File: src/rtl/mem_access_ctrl_if.sv
// CPU-side request/response bus plus word-RAM port of the memory access controller.
// Signal names follow the block's external pin names.
interface mem_access_ctrl_if;
  logic        Req;
  logic        Wr;
  logic [1:0]  Size;
  logic        Sign;
  logic [31:0] Addr;
  logic [31:0] W_Data;
  logic [31:0] R_Data;
  logic        Ready;
  logic        Err;
  logic        Busy;
  logic        Mem_W_En;
  logic [12:0] Mem_Addr;
  logic [31:0] Mem_D_In;
  logic [31:0] Mem_D_Out;

  // master = CPU plus RAM environment, slave = the controller
  modport master (
    output Req, Wr, Size, Sign, Addr, W_Data, Mem_D_Out,
    input  R_Data, Ready, Err, Busy, Mem_W_En, Mem_Addr, Mem_D_In
  );

  modport slave (
    input  Req, Wr, Size, Sign, Addr, W_Data, Mem_D_Out,
    output R_Data, Ready, Err, Busy, Mem_W_En, Mem_Addr, Mem_D_In
  );
endinterface

File: src/rtl/mem_access_ctrl.sv
// Byte/halfword/word load-store controller in front of a 32-bit word RAM with
// one-cycle read latency; sub-word stores are done as read-modify-write.
module mem_access_ctrl (
  input  logic               clk,
  input  logic               rst_n,
  mem_access_ctrl_if.slave   bus
);

  typedef enum logic [2:0] {
    IDLE,
    RD_ISSUE,
    RD_DATA,
    WRITE,
    RESP
  } state_e;

  state_e      state_q, state_d;
  logic        wr_q, wr_d;
  logic [1:0]  size_q, size_d;
  logic        sign_q, sign_d;
  logic [14:0] addr_q, addr_d;
  logic [15:0] wdata_q, wdata_d;
  logic [31:0] mdin_q, mdin_d;
  logic [31:0] rdata_q, rdata_d;
  logic        err_q, err_d;

  logic        misalign;
  logic [7:0]  byte_lane;
  logic [15:0] half_lane;
  logic [31:0] load_data;
  logic [31:0] merge_data;

  always_comb begin
    misalign = (bus.Size == 2'b11)
             | ((bus.Size == 2'b01) & bus.Addr[0])
             | ((bus.Size == 2'b10) & (|bus.Addr[1:0]));
  end

  // Lane select and extension on load data; lane insert for read-modify-write.
  always_comb begin
    byte_lane  = bus.Mem_D_Out[{addr_q[1:0], 3'b000} +: 8];
    half_lane  = bus.Mem_D_Out[{addr_q[1], 4'b0000} +: 16];
    merge_data = bus.Mem_D_Out;
    case (size_q)
      2'b00:   load_data = {{24{sign_q & byte_lane[7]}}, byte_lane};
      2'b01:   load_data = {{16{sign_q & half_lane[15]}}, half_lane};
      default: load_data = bus.Mem_D_Out;
    endcase
    if (size_q == 2'b00) begin
      merge_data[{addr_q[1:0], 3'b000} +: 8] = wdata_q[7:0];
    end else begin
      merge_data[{addr_q[1], 4'b0000} +: 16] = wdata_q[15:0];
    end
  end

  always_comb begin
    // NOTE: every _d starts from its _q so no path through the case infers a latch.
    state_d = state_q;
    wr_d    = wr_q;
    size_d  = size_q;
    sign_d  = sign_q;
    addr_d  = addr_q;
    wdata_d = wdata_q;
    mdin_d  = mdin_q;
    rdata_d = rdata_q;
    err_d   = err_q;

    case (state_q)
      IDLE: begin
        if (bus.Req) begin
          wr_d    = bus.Wr;
          size_d  = bus.Size;
          sign_d  = bus.Sign;
          addr_d  = bus.Addr[14:0];
          wdata_d = bus.W_Data[15:0];
          mdin_d  = bus.W_Data;
          err_d   = misalign;
          if (misalign) begin
            state_d = RESP;
          end else if (bus.Wr && (bus.Size == 2'b10)) begin
            state_d = WRITE;
          end else begin
            state_d = RD_ISSUE;
          end
        end
      end
      RD_ISSUE: state_d = RD_DATA;
      RD_DATA: begin
        if (wr_q) begin
          mdin_d  = merge_data;
          state_d = WRITE;
        end else begin
          rdata_d = load_data;
          state_d = RESP;
        end
      end
      WRITE:   state_d = RESP;
      RESP:    state_d = IDLE;
      default: state_d = IDLE;
    endcase
  end

  // NOTE: all registers, including captured merge data, are cleared by reset
  // so the first access after release carries no stale state.
  always_ff @(posedge clk or negedge rst_n) begin
    if (!rst_n) begin
      state_q <= IDLE;
      wr_q    <= 1'b0;
      size_q  <= 2'b00;
      sign_q  <= 1'b0;
      addr_q  <= '0;
      wdata_q <= '0;
      mdin_q  <= '0;
      rdata_q <= '0;
      err_q   <= 1'b0;
    end else begin
      // NOTE: non-blocking assignments keep every flop sampling pre-edge values.
      state_q <= state_d;
      wr_q    <= wr_d;
      size_q  <= size_d;
      sign_q  <= sign_d;
      addr_q  <= addr_d;
      wdata_q <= wdata_d;
      mdin_q  <= mdin_d;
      rdata_q <= rdata_d;
      err_q   <= err_d;
    end
  end

  // Write enable is a pure decode of WRITE so an async reset kills it at once.
  assign bus.Ready    = (state_q == RESP);
  assign bus.Err      = (state_q == RESP) & err_q;
  assign bus.Busy     = (state_q != IDLE);
  assign bus.Mem_W_En = (state_q == WRITE);
  assign bus.Mem_Addr = addr_q[14:2];
  assign bus.Mem_D_In = mdin_q;
  assign bus.R_Data   = rdata_q;

endmodule

File: src/flat_wrapper.sv
// flat-port wrapper written by rule: the top's interface ports become plain ports
module mem_access_ctrl_flat 
  (clk, rst_n, bus_Req, bus_Wr, bus_Size, bus_Sign, bus_Addr, bus_W_Data, bus_Mem_D_Out, bus_R_Data, bus_Ready, bus_Err, bus_Busy, bus_Mem_W_En, bus_Mem_Addr, bus_Mem_D_In);
  mem_access_ctrl_if bus_i ();
  input  logic clk;
  input  logic rst_n;
  input wire logic [$bits(bus_i.Req)-1:0] bus_Req;
  input wire logic [$bits(bus_i.Wr)-1:0] bus_Wr;
  input wire logic [$bits(bus_i.Size)-1:0] bus_Size;
  input wire logic [$bits(bus_i.Sign)-1:0] bus_Sign;
  input wire logic [$bits(bus_i.Addr)-1:0] bus_Addr;
  input wire logic [$bits(bus_i.W_Data)-1:0] bus_W_Data;
  input wire logic [$bits(bus_i.Mem_D_Out)-1:0] bus_Mem_D_Out;
  output wire logic [$bits(bus_i.R_Data)-1:0] bus_R_Data;
  output wire logic [$bits(bus_i.Ready)-1:0] bus_Ready;
  output wire logic [$bits(bus_i.Err)-1:0] bus_Err;
  output wire logic [$bits(bus_i.Busy)-1:0] bus_Busy;
  output wire logic [$bits(bus_i.Mem_W_En)-1:0] bus_Mem_W_En;
  output wire logic [$bits(bus_i.Mem_Addr)-1:0] bus_Mem_Addr;
  output wire logic [$bits(bus_i.Mem_D_In)-1:0] bus_Mem_D_In;
  assign bus_i.Req = bus_Req;
  assign bus_i.Wr = bus_Wr;
  assign bus_i.Size = bus_Size;
  assign bus_i.Sign = bus_Sign;
  assign bus_i.Addr = bus_Addr;
  assign bus_i.W_Data = bus_W_Data;
  assign bus_i.Mem_D_Out = bus_Mem_D_Out;
  assign bus_R_Data = bus_i.R_Data;
  assign bus_Ready = bus_i.Ready;
  assign bus_Err = bus_i.Err;
  assign bus_Busy = bus_i.Busy;
  assign bus_Mem_W_En = bus_i.Mem_W_En;
  assign bus_Mem_Addr = bus_i.Mem_Addr;
  assign bus_Mem_D_In = bus_i.Mem_D_In;
  mem_access_ctrl u_core (.clk(clk), .rst_n(rst_n), .bus(bus_i));
endmodule
File: config.mk
export PLATFORM = sky130hd
export DESIGN_NAME = mem_access_ctrl_flat
export DESIGN_NICKNAME = d
export VERILOG_FILES = /design/src/rtl/mem_access_ctrl_if.sv /design/src/rtl/mem_access_ctrl.sv /design/src/flat_wrapper.sv
export SDC_FILE = /design/constraint.sdc
export NUM_CORES = 1
export LEC_CHECK = 0
export ABC_CLOCK_PERIOD_IN_PS = 6000
export CORE_MARGIN = 2
export CORE_UTILIZATION = 30
export DETAILED_ROUTE_END_ITERATION = 7
export DONT_BUFFER_PORTS = 1
export PLACE_DENSITY = 0.55
export SETUP_SLACK_MARGIN = 0.15
export SLEW_MARGIN = 40
export SYNTH_ARGS = -nofsm -noshare
export SYNTH_HDL_FRONTEND = slang
export SYNTH_SLANG_ARGS = --single-unit
File: constraint.sdc
create_clock -name clk -period 6 [get_ports clk]
set_input_delay 0.3 -clock clk [delete_from_list [all_inputs] [get_ports clk]]
set_output_delay 0.3 -clock clk [all_outputs]
set_load 0.01 [all_outputs]
==> flow_summary_export.csv, run 1 <==
group,metric,value,unit
detailed_routing,vias,4609,
worst_setup_path,worstPathMaxFanout,53,
placement,dp_hpwl,13.5,mm
layout,drive_above_1_share,0.122,
worst_setup_path,cp.arrival,2.95,ns
grt,grt-ovfl-total,0,
synth,synth_area,5830,µm²
detailed_routing,wirelength,18.6,mm
synth,syn-num-nets,715,
sta,fmax,0.375,GHz
sta,worst_pin_slew,0.770,ns
sta,drv_slew,0,
grt,antenna_found_initial,0,
sta,finalCritPeriodShare,0.445,
worst_setup_path,crit_chain,"buf_4 > ha_1 > nor2b_1 > a311o_1 > a32oi_1 > a21oi_1",
die,io_pins,184,
layout,antenna_cells_inserted,0,
synth,synth_xor_area_frac,0,
synth,synth_top_cells_by_count,"dfrtp_1 (103), nand2_1 (88), nor2_1 (48), mux2_2 (39), nand3_1 (32)",
synth,async_flop_share,1.00,
cts,cts_hold_buf,2,
power,internal-power,0.00198,W
cts,clkTransAtPathRegs,0.07,ns
hold_path,min_delay_path_depth,2,
cts,numCtsBuffers,9,
cts,cts-root-buf,"clkbuf_16",
synth,yosys_most_used_dff,"dfrtp_1",
detailed_routing,drc_errors,0,
power,ir_worst_vdd,0.274,mV
synth,synth_edf_count,0,
worst_setup_path,regToRegStartpoint,"u_core.addr_q[1]",
detailed_routing,drt_iter0_drc,410,
die,die-area,20600,µm²
synth,synth_top_area_share,0.442,
power,pwr-share-clk,0.154,
synth,synth_seq_cells,103,
synth,synthSimpleGateAreaFrac,0.170,
power,switching_share,0.453,
synth,synth_area_leaders,"dfrtp_1 (44%), mux2_2 (7.5%), nand2_1 (5.7%)",
cts,cts.sinks,103,
die,coreArea,19300,µm²
synth,synth.mux.area_fraction,0.123,
layout,syn_to_final_growth,6.52,%
worst_setup_path,r2r_cells,6,
placement,post_dp_cell_area,5910,µm²
layout,instances_no_fill,830,
grt,grt_usage,0.181,
worst_setup_path,crit_type,"flip-flop to flip-flop",
synth,postSynthCellCount,607,
cts,clk_latency,0.36,ns
sta,hold_viol,0,
grt,grt_start_max_net_pins,104,
worst_setup_path,startpoint_type,"flip-flop",
layout,fin_area,6210,µm²
hold_path,holdPathEnd,"u_core.wr_q",
grt,grt_pass1_wl,27.7,mm
synth,synth_compound_area_frac,0.190,
die,start_util,0.303,
detailed_routing,dr.pass1.iters,6,
cts,cts_setup_buffers,0,
worst_setup_path,endpoint_kind,"flip-flop",
layout,num-nets-final,670,
die,placementRows,51,
synth,ys_types,42,
cts,tritoncts,"built",
placement,port_buffers,0,
sta,finalSetupViolCount,0,
cts,cts-htree-levels,3,
worst_setup_path,rr_endpoint,"u_core.bus.Mem_D_In[29]",
sta,rsz0062_at_grt,"false",
sta,fin_crit,2.67,ns
run_status,status,"complete, no violations",
synth,syn_area_per_cell,9.61,µm²
worst_setup_path,slowest_stage,"buf_4",
synth,ys.warnings.count,0,
cts,cts_resized,0,
placement,place_congestion,0.812,
power,powerDensity,583,nW/µm²
power,p_sw,0.00164,W
flow_run,maxCapViolCount,0,
die,dieHeight,143,µm
worst_setup_path,crit_required,6.28,ns
worst_setup_path,max_stage_delay,0.58,ns
worst_setup_path,r2r_setup_slack,3.33,ns
sta,fin_setup_tns,0,ns
detailed_routing,wl_per_cell,22.4,µm
synth,synth_top_family_by_area,"compound AO/OA/AOI/OAI gates",
cts,cts.path.max_buffers,2,
detailed_routing,viasPerCell,5.55,
synth,synthMostInstantiatedCell,"dfrtp_1",
placement,dp_cells,814,
synth,synth-adder-area-share,0.0107,
sta,relSlewSlack,0.483,
synth,synth_area_leader_cell,"dfrtp_1",
hold_path,worstHoldPathType,"primary input to flip-flop",
detailed_routing,ant_nets,0,
power,power_frac_seq,0.426,
hold_path,hp-start,"bus_Wr",
grt,grt_pass1_vias,4554,
die,die_x,143,µm
sta,finClkSkew,0.00696,ns
synth,seq_area_frac_synth,0.442,
power,p_comb_frac,0.421,
power,p_leak,2.46,nW
-- power by group through the flow --
stage,sequential (W),combinational [W],clock (W)
floorplan,0.00135,0.00139,0
detailed placement,0.00156,0.00151,0
global route,0.00160,0.00170,0.000603
CTS,0.00155,0.00154,0.000575
finish,0.00154,0.00153,0.000557
global placement,0.00155,0.00147,0
-- final cells by class --
type                            count  area [µm²]
Fill cell                        2018       13100
Tap cell                          265         332
Multi-Input combinational cell    425        2900
Inverter                           14        52.6
Timing Repair Buffer                9        90.1
Clock buffer                       13         260
Clock inverter                      1        5.00
Sequential cell                   103        2580
-- through the flow --
stage	util	power (W)	hold slack, ns	setup slack, ns
2_1_floorplan	-	0.00274	0.00441	4.03
3_3_place_gp	0.306	0.00302	0.0112	3.11
3_5_place_dp	0.307	0.00308	0.0105	3.34
4_1_cts	0.322	0.00366	0.0500	3.33
5_1_grt	0.322	0.00390	0.0534	3.12
6_report	0.322	0.00363	0.0602	3.33
-- logic make-up after synthesis --
family	Yosys count
AOI/OAI and AO/OA	141
and+or+nand+nor	214
buffers and inverters	79
DFF	103
muxes	65
adders and majority gates	5
-- worst max-delay path: cells and delay by family, from the launching register on --
kind | cells | cell delay, ns
compound gates | 3 | 0.59
fa+ha+maj | 1 | 0.49
buf+inv | 1 | 0.58
flops | 1 | 0.35
simple gates | 1 | 0.58
-- flip-flops by register name, indices dropped and copies added (netlist names) --
name / flops
u_core.addr_q: 15
u_core.size_q: 2
u_core.sign_q: 1
u_core.err_q: 1
u_core.bus.R_Data: 32
u_core.wdata_q: 16
u_core.wr_q: 1
u_core.state_q: 3
u_core.bus.Mem_D_In: 32
-- per-layer routing --
metal / GRT usage / routed length, µm / up-vias
met2: 0.290 / 8860 / 176
met3: 0.0720 / 1820 / 26
met5: 0 / 0 / -
met1: 0.218 / 7500 / 2292
li1: - / - / 2115
met4: 0.0671 / 444 / 0
-- worst max-delay path by stage --
stage,slack [ns],cells past startpoint,endpoint,from
floorplan,4.03,8,u_core.bus.Mem_D_In[13],u_core.addr_q[1]
global placement,3.11,4,u_core.bus.R_Data[3],u_core.size_q[1]
detailed placement,3.34,6,u_core.bus.Mem_D_In[29],u_core.addr_q[1]
CTS,3.33,6,u_core.bus.Mem_D_In[29],u_core.addr_q[1]
global route,3.12,6,u_core.bus.Mem_D_In[29],u_core.addr_q[1]
finish,3.33,6,u_core.bus.Mem_D_In[29],u_core.addr_q[1]
-- layout by cell type (no fill, tap or decap), types with 8 or more instances in the layout --
cell type and instances:
o211ai_1 16, a31oi_1 8, o32ai_1 8, mux2_2 39, nand3_1 32, a32oi_1 25, a311o_1 17, inv_1 14
a211oi_1 8, a221o_1 8, nor3b_1 9, clkbuf_16 9, dfrtp_1 101, a21oi_1 26, mux2i_1 24, nor2_1 48
o21ai_0 12, nand2_1 88, nor2b_1 19
(Power assumes the default switching activity.)
==> run 2: changes to the inputs <==
Settings changed: ABC_CLOCK_PERIOD_IN_PS 6000 to 2350, PLACE_DENSITY 0.55 to 0.56.
Clock period 6 ns to 2.35 ns, I/O delays scaled along.
==> run 2 against run 1 <==
The flow now finishes with violations (hold timing); global-route usage up 1.3 points; maximum frequency up 30%; largest power group is now combinational logic; highest routed layer unchanged; largest cell class unchanged; critical path depth unchanged.
==> flow_summary_export.csv, run 2 (same netlist as run 1, synthesis figures left out) <==
group,metric,value,unit
run_status,status,"finished, violations left",
run_status,violations,"hold timing",
sta,finalCritPeriodShare,0.874,
cts,cts.sinks,103,
worst_setup_path,worstPathMaxFanout,8,
worst_setup_path,regToRegStartpoint,"u_core.addr_q[1]",
worst_setup_path,worstSetupStartpoint,"u_core.addr_q[1]",
worst_setup_path,r2r_cells,6,
layout,syn_to_final_growth,21.3,%
detailed_routing,viasPerCell,5.46,
layout,fin_util,0.367,
die,start_util,0.303,
cts,clkTransAtPathRegs,0.07,ns
detailed_routing,wl_per_cell,21.6,µm
cts,cts_setup_buffers,0,
power,ir_worst_vdd,0.789,mV
worst_setup_path,cp.depth,6,
grt,grt_pass1_vias,4978,
layout,instances_no_fill,917,
layout,antenna_cells_inserted,0,
cts,tritoncts,"built",
sta,worst_pin_slew,0.761,ns
grt,grt-ovfl-total,0,
sta,whs,-0.553,ns
sta,hold_viol,104,
grt,grt_start_max_net_pins,104,
power,powerDensity,1370,nW/µm²
sta,drv_slew,0,
power,power.total,0.00966,W
layout,num-nets-final,755,
cts,numCtsBuffers,9,
cts,cts.path.max_buffers,2,
layout,fillers,1993,
cts,cts-htree-levels,3,
layout,final_common_cell,"dfrtp_1",
worst_setup_path,crit_family,"compound AO/OA/AOI/OAI gates",
detailed_routing,dr.pass1.iters,7,
die,io_pins,184,
die,die-area,20600,µm²
sta,relSlewSlack,0.489,
sta,fmax,0.487,GHz
worst_setup_path,startpoint_type,"flip-flop",
grt,antenna_found_initial,0,
worst_setup_path,cp_num_buf_inv,1,
detailed_routing,vias,5010,
die,coreArea,19300,µm²
sta,finClkSkew,0.0112,ns
worst_setup_path,cp.arrival,2.29,ns
worst_setup_path,slowest_stage,"dfrtp_2",
worst_setup_path,r2r_setup_slack,0.30,ns
worst_setup_path,endpoint_kind,"flip-flop",
flow_run,maxCapViolCount,0,
layout,multi_input_area,2900,µm²
worst_setup_path,crit_chain,"inv_1 > ha_1 > and2_1 > a311o_1 > a32oi_1 > a21oi_1",
die,placementRows,51,
hold_path,worstHoldPathType,"primary input to async pin",
sta,finalSetupViolCount,0,
worst_setup_path,rr_endpoint,"u_core.bus.Mem_D_In[8]",
die,die_x,143,µm
placement,dp_hpwl,13.6,mm
cts,clk_latency,0.36,ns
cts,cts-root-buf,"clkbuf_16",
worst_setup_path,crit_type,"flip-flop to flip-flop",
worst_setup_path,endpoint,"u_core.bus.Mem_D_In[8]",
grt,grt_pass1_wl,29.8,mm
placement,dp_cells,823,
detailed_routing,wirelength,19.8,mm
detailed_routing,ant_nets,0,
placement,port_buffers,0,
sta,fin_crit,2.05,ns
sta,fin_setup_tns,0,ns
detailed_routing,drt_iter0_drc,591,
worst_setup_path,crit_required,2.59,ns
sta,rsz0062_at_grt,"false",
layout,layout_common_cells,"dfrtp_1 (102), nand2_1 (88), dlygate4sd3_1 (78)",
power,p_leak,2.84,nW
grt,grt_usage,0.193,
layout,seq_area,2580,µm²
detailed_routing,drc_errors,0,
cts,cts_hold_buf,78,
worst_setup_path,max_stage_delay,0.40,ns
layout,drive_above_1_share,0.124,
placement,place_congestion,0.860,
die,dieHeight,143,µm
run 2: report_power, final:
part,total (W),leakage [nW],switching (W),internal [W]
sequential,0.00384,1.20,0.00118,0.00267
combinational,0.00425,1.49,0.00244,0.00181
clock,0.00157,0.146,0.000716,0.000857
run 2: repair_timing:
item	CTS	global route
hold endpoints to repair	198	103
resized for setup	0	3
setup endpoints to repair	0	32
run 2: worst reg2reg max path, delay by kind of cell, from the launching register on:
kind / cells / cell delay (ns)
AOI/OAI and AO/OA: 3 / 0.74
buffers and inverters: 1 / 0.18
DFF: 1 / 0.40
adders and majority gates: 1 / 0.32
and+or+nand+nor: 1 / 0.28
run 2: per-stage QoR:
step           worst slack (ns)  cell area (µm²)  hold slack (ns)
3_3_place_gp              0.237             5980           -0.172
3_5_place_dp              0.212             5990           -0.173
6_report                  0.297             7080           -0.553
2_1_floorplan             0.379             5830           -0.178
4_1_cts                   0.202             7070           -0.562
5_1_grt                   0.168             7080           -0.575
run 2: area by class of cell:
| class | instances | area share |
|---|---|---|
| clock buffer | 11 | 0.0343 |
| sequential | 103 | 0.364 |
| tap | 265 | 0.0469 |
| multi-input combinational | 425 | 0.410 |
| clock inverter | 5 | 0.00796 |
| timing repair buffer | 94 | 0.129 |
| inverter | 14 | 0.00743 |
run 2: how the worst min path moves through the flow:
stage	cells after the start	from	end	slack [ns]
after floorplan	0	rst_n	u_core.addr_q[0]	-0.18
after global placement	0	rst_n	u_core.bus.R_Data[20]	-0.17
after detailed placement	0	rst_n	u_core.bus.R_Data[20]	-0.17
after CTS	0	rst_n	u_core.bus.R_Data[12]	-0.56
after global routing	0	rst_n	u_core.bus.R_Data[18]	-0.57
final	0	rst_n	u_core.bus.R_Data[18]	-0.55
run 2: layer usage:
layer | global-route usage | up-vias | wire length (µm)
li1 | - | 2281 | -
met1 | 0.239 | 2496 | 8110
met2 | 0.319 | 210 | 9650
met3 | 0.0646 | 23 | 1700
met4 | 0.0588 | 0 | 323
met5 | 0 | - | 0
==> run 3: changes to the inputs <==
--- a/config.mk
+++ b/config.mk
@@ -8,3 +8,2 @@
 export ABC_CLOCK_PERIOD_IN_PS = 2350
-export CORE_MARGIN = 2
 export CORE_UTILIZATION = 30
@@ -13,2 +12,3 @@
 export PLACE_DENSITY = 0.56
+export RECOVER_POWER = 50
 export SETUP_SLACK_MARGIN = 0.15
--- a/constraint.sdc
+++ b/constraint.sdc
@@ -3,2 +3,2 @@
 set_output_delay 0.1175 -clock clk [all_outputs]
-set_load 0.01 [all_outputs]
+set_load 0.005 [all_outputs]
==> run 3 against run 2 <==
The flow still finishes with violations (hold timing); via count decreased by 1.6%; largest power group unchanged; maximum frequency decreased by 3.3%; register-to-register slack got worse by 0.07 ns; total power increased by 1.0%; count of clock-buffer cells in the layout unchanged; sequential power decreased by 6.8%; first-iteration DRC count decreased by 43%; final cell count decreased by 0.55%; critical path type unchanged.
==> flow_summary_export.csv, run 3 (same netlist as run 1, synthesis figures left out) <==
group,metric,value,unit
layout,final_common_cell,"dfrtp_1",
grt,grt_pass1_wl,29.3,mm
power,ir_worst_vdd,0.767,mV
sta,fin_crit,2.12,ns
power,switching_share,0.412,
worst_setup_path,crit_required,2.59,ns
grt,grt.busiest_layer,"met2",
worst_setup_path,crit_chain,"inv_1 > ha_1 > and2_1 > a311o_1 > a32oi_1 > a21oi_1",
detailed_routing,drc_errors,0,
placement,place_congestion,0.820,
sta,fmax,0.471,GHz
grt,grt_usage,0.196,
die,start_util,0.309,
sta,relSlewSlack,0.509,
layout,fin_util,0.380,
power,p_comb_frac,0.437,
cts,cts-htree-levels,3,
grt,antenna_found_initial,0,
die,coreArea,18900,µm²
sta,whs,-0.544,ns
die,dieHeight,141,µm
detailed_routing,drt_iter0_drc,336,
layout,layout_common_cells,"dfrtp_1 (102), nand2_1 (88), dlygate4sd3_1 (77)",
worst_setup_path,startpoint_type,"flip-flop",
worst_setup_path,slowest_stage,"dfrtp_2",
die,io_pins,184,
sta,fin_setup_tns,0,ns
power,pwr-share-clk,0.195,
cts,numCtsBuffers,9,
grt,gr-usage-met1,0.237,
die,die-area,20000,µm²
sta,finClkSkew,0.00655,ns
cts,tritoncts,"built",
sta,finalSetupViolCount,0,
detailed_routing,dr.pass1.iters,4,
grt,grt-ovfl-total,0,
layout,num-nets-final,755,
worst_setup_path,endpoint_kind,"flip-flop",
power,internal-power,0.00574,W
placement,dp_hpwl,13.4,mm
worst_setup_path,worstPathMaxFanout,8,
detailed_routing,vias,4929,
cts,cts.path.max_buffers,2,
worst_setup_path,max_stage_delay,0.43,ns
sta,rsz0062_at_grt,"true",
cts,clk_latency,0.35,ns
worst_setup_path,regToRegStartpoint,"u_core.addr_q[1]",
sta,finalCritPeriodShare,0.903,
sta,drv_slew,0,
power,p_leak,2.88,nW
grt,grt_use_met3,0.0607,
layout,syn_to_final_growth,23.0,%
placement,port_buffers,0,
grt,grtUsageMet2,0.324,
cts,cts.sinks,103,
layout,fillers,1914,
layout,antenna_cells_inserted,0,
cts,clkTransAtPathRegs,0.07,ns
detailed_routing,viasPerCell,5.40,
power,powerDensity,1360,nW/µm²
sta,hold_viol,103,
run_status,status,"finished, violations left",
detailed_routing,ant_nets,0,
power,p_sw,0.00402,W
grt,grt_pass1_vias,5009,
detailed_routing,wl_per_cell,21.1,µm
run_status,violations,"hold timing",
power,power_frac_seq,0.367,
sta,worst_pin_slew,0.731,ns
worst_setup_path,cp.arrival,2.36,ns
worst_setup_path,crit_type,"flip-flop to flip-flop",
hold_path,worstHoldPathType,"primary input to async pin",
worst_setup_path,r2r_cells,6,
grt,grt_start_max_net_pins,104,
worst_setup_path,rr_endpoint,"u_core.bus.Mem_D_In[8]",
die,die_x,141,µm
flow_run,maxCapViolCount,0,
die,placementRows,50,
worst_setup_path,r2r_setup_slack,0.23,ns
layout,drive_above_1_share,0.127,
detailed_routing,wirelength,19.2,mm
cts,cts-root-buf,"clkbuf_16",
[run 3: layout make-up]
class	count	area, µm²	share of cell area
Clock buffer	11	253	0.0352
Clock inverter	5	128	0.0178
Inverter	14	52.6	0.00732
Multi-Input combinational cell	425	2900	0.405
Sequential cell	103	2580	0.359
Tap cell	260	325	0.0453
Timing Repair Buffer	94	936	0.130
[run 3: critical path, delay by kind of cell (launching register included)]
| family | cells | cell delay [ns] |
|---|---|---|
| compound gates | 3 | 0.76 |
| fa+ha+maj | 1 | 0.35 |
| buf+inv | 1 | 0.20 |
| flops | 1 | 0.43 |
| simple gates | 1 | 0.27 |
[run 3: repair_timing]
action / 4_1_cts / 5_1_grt
endpoints found under the setup margin: 4 / 7
buffers inserted: 0 / 1
endpoints found under the hold margin: 195 / 104
hold buffers: 76 / 1
pin swaps: 0 / 1
gates resized for setup: 1 / 3
[run 3: per-layer routing]
layer | share of wire | routed length [µm]
met1 | 0.41 | 7840
met2 | 0.48 | 9290
met3 | 0.083 | 1590
met4 | 0.026 | 491
met5 | 0 | 0
[run 3: how the worst max path moves through the flow]
| stage | startpoint | endpoint | slack (ns) |
|---|---|---|---|
| floorplan | u_core.addr_q[1] | u_core.bus.Mem_D_In[13] | 0.38 |
| global placement | u_core.addr_q[1] | u_core.bus.Mem_D_In[29] | 0.19 |
| detailed placement | u_core.addr_q[1] | u_core.bus.Mem_D_In[31] | 0.11 |
| CTS | u_core.addr_q[1] | u_core.bus.Mem_D_In[31] | 0.25 |
| global route | u_core.addr_q[1] | u_core.bus.Mem_D_In[10] | 0.15 |
| finish | u_core.addr_q[1] | u_core.bus.Mem_D_In[8] | 0.23 |
[run 3: power groups by stage]
stage	Combinational (W)	Sequential [W]	Clock, W
global placement	0.00396	0.00359	0
CTS	0.00423	0.00360	0.00196
floorplan	0.00350	0.00324	0
global route	0.00475	0.00371	0.00202
finish	0.00427	0.00358	0.00191
detailed placement	0.00409	0.00363	0
[run 3: metrics by stage]
| stage | total power [W] | cells | cell area [µm²] | worst slack (ns) |
|---|---|---|---|---|
| 4_1_cts | 0.00978 | 910 | 7140 | 0.249 |
| 6_report | 0.00976 | 912 | 7180 | 0.228 |
| 2_1_floorplan | 0.00674 | 607 | 5830 | 0.379 |
| 5_1_grt | 0.0105 | 912 | 7180 | 0.147 |
| 3_5_place_dp | 0.00772 | 818 | 5990 | 0.109 |
| 3_3_place_gp | 0.00755 | 818 | 5990 | 0.188 |
